==> config.mk <==
export PLATFORM = sky130hd
export DESIGN_NAME = booth_seq_ctrl
export DESIGN_NICKNAME = d
export VERILOG_FILES = /design/src/rtl/booth_pkg.sv /design/src/rtl/booth_seq_ctrl.sv
export SDC_FILE = /design/constraint.sdc
export NUM_CORES = 1
export LEC_CHECK = 0
export CORE_UTILIZATION = 36
export DETAILED_ROUTE_END_ITERATION = 8
export PLACE_DENSITY = 0.93
export SLEW_MARGIN = 15
export SYNTH_ARGS = -nofsm -noshare
export SYNTH_HDL_FRONTEND = slang
export SYNTH_SLANG_ARGS = --single-unit
export TNS_END_PERCENT = 30
==> constraint.sdc <==
create_clock -name clk -period 2.3 [get_ports clk]
set_clock_uncertainty 0.2 [all_clocks]
set_input_delay 0.23 -clock clk [delete_from_list [all_inputs] [get_ports clk]]
set_output_delay 0.23 -clock clk [all_outputs]
set_load 0.02 [all_outputs]
==> src/rtl/booth_pkg.sv <==
// Shared types and encodings for the radix-2 Booth multiplier controller and datapath.
package booth_pkg;

  typedef enum logic [2:0] {
    IDLE,
    LOAD,
    EVAL,
    SHIFT,
    DONE
  } state_t;

  // {Q0, Q-1} pairs that request an add or a subtract of M.
  localparam logic [1:0] BOOTH_ADD = 2'b01;
  localparam logic [1:0] BOOTH_SUB = 2'b10;

  localparam logic ADDSUB_ADD = 1'b1;
  localparam logic ADDSUB_SUB = 1'b0;

endpackage

==> src/rtl/booth_seq_ctrl.sv <==
// Sequencing controller for the radix-2 Booth shift-add datapath: accepts an operand
// pair, clears/loads the datapath, runs N evaluate/shift steps, then presents the product.
module booth_seq_ctrl
  import booth_pkg::*;
#(
  parameter int N = 4
) (
  input  logic           clk,
  input  logic           rst,
  input  logic           in_valid,
  output logic           in_ready,
  input  logic [N-1:0]   a_i,
  input  logic [N-1:0]   b_i,
  output logic           out_valid,
  input  logic           out_ready,
  output logic [2*N-1:0] product_o,
  output logic           ovf_o,
  output logic           dp_rst,
  output logic [N-1:0]   dp_a,
  output logic [N-1:0]   dp_b,
  output logic           dp_load_a,
  output logic           dp_load_b,
  output logic           dp_load_add,
  output logic           dp_add_sub,
  output logic           dp_shift,
  input  logic [1:0]     dp_q_lsb,
  input  logic [2*N-1:0] dp_y,
  output state_t         dbg_state_o
);

  localparam int CW = $clog2(N + 1);
  localparam logic [N-1:0] A_MIN = {1'b1, {(N-1){1'b0}}};

  // Handshakes: a transfer happens on a rising edge where valid and ready are both 1.
  // in_ready only in IDLE; out_valid only in DONE, held with the product until out_ready.

  state_t        state_q;
  logic [CW-1:0] cnt_q;
  logic [N-1:0]  a_q;
  logic [N-1:0]  b_q;
  logic          accept;
  logic          last_shift;
  logic          eval_act;

  assign accept     = (state_q == IDLE) && in_valid && !rst;
  assign last_shift = (cnt_q == CW'(N - 1));

  always_ff @(posedge clk) begin
    if (rst) begin
      state_q <= IDLE;
    end else begin
      case (state_q)
        IDLE:    if (in_valid) state_q <= LOAD;
        LOAD:    state_q <= EVAL;
        EVAL:    state_q <= SHIFT;
        SHIFT:   state_q <= last_shift ? DONE : EVAL;
        DONE:    if (out_ready) state_q <= IDLE;
        default: state_q <= IDLE;
      endcase
    end
  end

  always_ff @(posedge clk) begin
    if (rst) begin
      a_q   <= '0;
      b_q   <= '0;
      cnt_q <= '0;
    end else if (accept) begin
      a_q   <= a_i;
      b_q   <= b_i;
      cnt_q <= '0;
    end else if (state_q == SHIFT) begin
      cnt_q <= cnt_q + 1'b1;
    end
  end

  // The clear pulse rides on the accept edge so the datapath starts from zero in LOAD.
  assign dp_rst = rst || accept;

  assign eval_act    = !rst && (state_q == EVAL);
  assign dp_load_add = eval_act && ((dp_q_lsb == BOOTH_ADD) || (dp_q_lsb == BOOTH_SUB));
  assign dp_add_sub  = (eval_act && (dp_q_lsb == BOOTH_ADD)) ? ADDSUB_ADD : ADDSUB_SUB;
  assign dp_load_a   = !rst && (state_q == LOAD);
  assign dp_load_b   = !rst && (state_q == LOAD);
  assign dp_shift    = !rst && (state_q == SHIFT);

  assign in_ready  = !rst && (state_q == IDLE);
  assign out_valid = !rst && (state_q == DONE);
  // The most negative multiplicand overflows the N-bit HQ on HQ-M.
  assign ovf_o     = out_valid && (a_q == A_MIN);
  assign product_o = dp_y;

  assign dp_a        = a_q;
  assign dp_b        = b_q;
  assign dbg_state_o = state_q;

endmodule

### Word-level counts from Yosys, hierarchy flattened

Index checks and enable logic that the tools add are counted.

* register bits after elaboration: 14
* bits in latches: 0
* bits in writable memories: 0
* bits in read-only memories: 0
* output and inout port bits: 28
* memories kept: 0

* add/subtract/negate cells: 1
* multiply operators: 0
* divide/modulo/power cells: 0
* order comparisons: 0
* equality and inequality tests: 10
* shift-type cells: 0
* muxes and demuxes: 5
* bitwise gates (word level): 0
* reduce and logical (&&, ||, !) cells: 16

Operators by type and width (count)
* 3-bit one-hot mux with 5 select lines: 1
* 1-bit logical AND: 10
* 3-bit by 2-bit == test with 1-bit output, second input constant: 3
* 3-bit 2-to-1 mux: 3
* 4-bit == test, second input constant: 1
* 2-bit inequality test, second input constant: 2
* 3-bit by 1-bit adder with 3-bit output, second input constant: 1
* 3-bit by 1-bit == test with 1-bit output, second input constant: 1
* 3-bit == test, second input constant: 1
* 3-bit logical NOT: 1
* 2-bit by 1-bit == test with 1-bit output, second input constant: 1
* 2-bit == test, second input constant: 1
* 1-bit logical OR: 2
* 2-bit AND reduction: 1
* 2-bit OR reduction: 1
* 1-bit logical NOT: 1
* 1-bit 2-to-1 mux: 1

### Depth between registers and ports, before layout

* depth after elaboration: 4
* mapped depth: 5
* gate-level depth less buffers: 5

### Worst setup path before layout

No wires, ideal clock.

* path type: register to output
* start point: register state_q[2], in the netlist dbg_state_o[2]
* end point: output port ovf_o
* arrival time: 1.540 ns
* required time: 1.870 ns
* slack: 0.330 ns
* cell stages (with the launch flop): 4
* cells stage by stage: dfxtp_1 -> nand2b_1 -> nor3_1 -> and4b_1

* longest elaborated chain between the ends: 3

RTL lines
* start: declaration: line booth_seq_ctrl.sv:37 `state_t state_q;`
* start signal: assignment: line booth_seq_ctrl.sv:56 `SHIFT: state_q <= last_shift ? DONE : EVAL;`
* 3-bit == test: line booth_seq_ctrl.sv:88 `assign out_valid = !rst && (state_q == DONE);`
* 1-bit logical AND: line booth_seq_ctrl.sv:88
* via out_valid: line booth_seq_ctrl.sv:14 `output logic out_valid,`
* 1-bit logical AND: line booth_seq_ctrl.sv:90 `assign ovf_o = out_valid && (a_q == A_MIN);`
* end: declaration: line booth_seq_ctrl.sv:17 `output logic ovf_o,`

The timed path passes the listed nets, and every way through them passes these cells.

### Worst setup path in the final report

* start point: register state_q[1], in the netlist dbg_state_o[1]
* end point: output port in_ready

* longest elaborated chain between the ends: 2

RTL lines
* 3-bit logical NOT: line booth_seq_ctrl.sv:87 `assign in_ready = !rst && (state_q == IDLE);`
* 1-bit logical AND: line booth_seq_ctrl.sv:87
* end: declaration: line booth_seq_ctrl.sv:11 `output logic in_ready,`

Every way passes these cells.

==> metrics.md <==
| Metric | Value |
|---|---|
| Outcome | complete, no violations |
| Hold_buf cts | 0 |
| Hold Fails Final Rpt | 0 |
| Crit. Startpoint | dbg_state_o[1]$_SDFFE_PP0P_ |
| Pwr per Cell Area | 558 nW/um^2 |
| Cell area after synthesis | 703 sq um |
| Yosys Warn Count | 0 |
| Worst-path clk slew | 0.08 ns |
| Slew HR | 79.4% |
| CP endpoint kind | output port |
| DR iter-0 viols | 3 |
| Fin crit period | 2.15 ns |
| # nets final | 122 |
| Worst Path Required | 1.87 ns |
| Reg-to-Reg Start | dbg_state_o[1]$_SDFFE_PP0P_ |
| Core ar. | 1780 sq um |
| Drt total wl | 1390 um |
| WP data arrival | 1.72 ns |
| Die H | 46.2 um |
| Unrepaired setup endpoints after global routing | no |
| GPL Wtd Cong | 0.751 |
| Syn avg cell area | 10.2 sq um |
| Total track usage | 14.8% |
| Place WS | -0.0452 ns |
| Ys async rst share | 0% |
| Sequential fraction of the synthesis area | 39.9% |
| Vias in the first global route | 530 |
| Worst R2R End | dp_b[1]$_SDFFE_PP0P_ |
| Clock Tree Buf Depth | 2 |
| CP startpoint kind | flop |
| Worst setup endpoint | in_ready |
| Layout Utilization | 57.4% |
| Max Cap Viol | 0 |
| Slew Viols, Final | 0 |
| Cell Rows | 15 |
| Hold crit path type | flop to flop |
| DRT antenna net count | 0 |
| Hpwl dp | 1080 um |
| Critical path class | flop to output port |
| DIE AREA | 2130 sq um |
| Setup-failing EPs final | 0 |
| Cells after Synth | 69 |
| Floorplan die width | 46.2 um |
| WL/cell | 11.5 um |
| Pre-Repair DR Iteration Count | 4 |
| Clk_lat worst skew | 0.27 ns |
| Fmax | 465 MHz |
| Initial antenna violation count | 0 |
| Reg2Reg Setup Slack | 0.74 ns |
| Post-Layout Cell Count | 121 |
| Most frequent cell after synthesis | dfxtp_1 |
| Leak | 0.000425 uW |
| Cell count of the worst reg-to-reg path | 4 |
| Max FO, Critical Path | 6 |
| Distinct cells, synth | 25 |
| DR vias | 590 |
| Synth top area cells | dfxtp_1, a22o_1, buf_4, ha_1, buf_6 |
| Area Growth Syn to Fin | 45.6% |
| Clock Tree Root | clkbuf_4 |
| Synthesized flop and latch total | 14 |
| Worst-Margin Slew | 0.308 ns |
| Dpl cells | 117 |
| Pin count of the biggest net entering global routing | 10 |
| Post-synth top cells | dfxtp_1, buf_4, a22o_1 |
| Post-synth top area cell | dfxtp_1 |
| Top cell type's share of synthesized area | 39.9% |
| Setup TNS | 0 ns |
| Drc violations | 0 |
| Period utilization | 93.6% |
| # IOs | 50 |
| Global route overflow | 0 |
| TritonCTS Sinks | 14 |
| CTS tree | yes |
| Input/output buffers | 33 |
| Worst vdd ir | 0.388 mV |
| ANT cells | 0 |
| Synth Flop Type | dfxtp_1 |
| Share of cells above drive strength 1 | 14.6% |
| EDFF count, synth | 0 |
| Syn_nets | 94 |
| Cts bufs inserted | 3 |
| Starting Density | 39.4% |
| First-pass GRT wire length | 2170 um |
| Final worst slack | 0.147 ns |
| H-tree levels | 1 |
| Vias per Instance | 4.88 |
logic make-up after synthesis:
logic type	Yosys count	share of synthesized area, %
multiplexers	2	2.85
flip-flops	14	39.9
buffers and inverters	16	16.9
adder cells (fa/ha/maj)	3	5.34
XOR/XNOR	1	1.25
AO/OA/AOI/OAI	12	15.8
AND/OR/NAND/NOR	21	18.0
worst min-delay path by stage:
stage	startpoint	to	slack (ns)	cells past startpoint
4_1_cts	dp_y[3]	product_o[3]	0.26	0
5_1_grt	dp_y[7]	product_o[7]	0.26	0
3_3_place_gp	cnt_q[2]$_SDFFE_PP0P_	cnt_q[2]$_SDFFE_PP0P_	0.24	2
2_1_floorplan	a_i[0]	dp_a[0]$_SDFFE_PP0P_	0.16	1
6_report	cnt_q[2]$_SDFFE_PP0P_	cnt_q[2]$_SDFFE_PP0P_	0.26	2
3_5_place_dp	cnt_q[2]$_SDFFE_PP0P_	cnt_q[2]$_SDFFE_PP0P_	0.25	2
state kept, by name (all words and copies together) (netlist names):
name         cells
dp_a             4
dp_b             4
cnt_q            3
dbg_state_o      3
final cells by class:
cell class	count	area [sq um]
clock buffer	4	36.3
multi-input combinational	39	309
timing repair buffer	35	349
inverter	4	15.0
tap	25	31.3
sequential	14	283
fill	161	759
timing repair:
action | in CTS | in global routing
pin swaps | 0 | 1
setup endpoints to repair | 2 | 2
resized for setup | 2 | 4
setup buffers | 0 | 0
power breakdown:
group	switching [uW]	internal [uW]	total (uW)	leakage (uW)
clock network	77.3	96.2	174	0.0000210
logic	60.5	70.0	130	0.000288
registers	11.4	256	267	0.000115
metal layers:
metal / global-route usage [%] / share of wire, % / wire length, um
met3: 4.71 / 8.3 / 115
met2: 25.4 / 46 / 645
met4: 10.0 / 2.9 / 40
met5: 0 / 0 / 0
met1: 15.3 / 42 / 589
placed cells by master (no fill, tap or decap), drive strengths merged:
| cell type | n |
|---|---|
| a21oi | 1 |
| a22o | 8 |
| a31oi | 1 |
| and2 | 1 |
| and4b | 2 |
| buf | 2 |
| clkbuf | 4 |
| clkdlybuf4s50 | 30 |
| dfxtp | 14 |
| dlygate4sd2 | 1 |
| dlymetal6s2s | 2 |
| ha | 3 |
| inv | 4 |
| mux2i | 2 |
| nand2 | 2 |
| nand2b | 2 |
| nand3b | 1 |
| nor2 | 6 |
| nor3 | 4 |
| nor4 | 1 |
| nor4b | 1 |
| o21ai | 1 |
| o32a | 1 |
| or2 | 1 |
| xor2 | 1 |
metrics by stage:
step / hold slack (ns) / cell area (sq um) / power (uW)
floorplan: 0.156 / 703 / 362
global placement: 0.242 / 976 / 401
detailed placement: 0.249 / 976 / 405
CTS: 0.260 / 1020 / 578
global route: 0.260 / 1020 / 601
finish: 0.257 / 1020 / 571
critical path: stages (launching register included):
cell,delay [ns]
dfxtp_1,0.37
buf_4,0.17
nor4_2,0.25
clkdlybuf4s50_1,0.66
No activity file was read; power rests on OpenSTA's default activity.
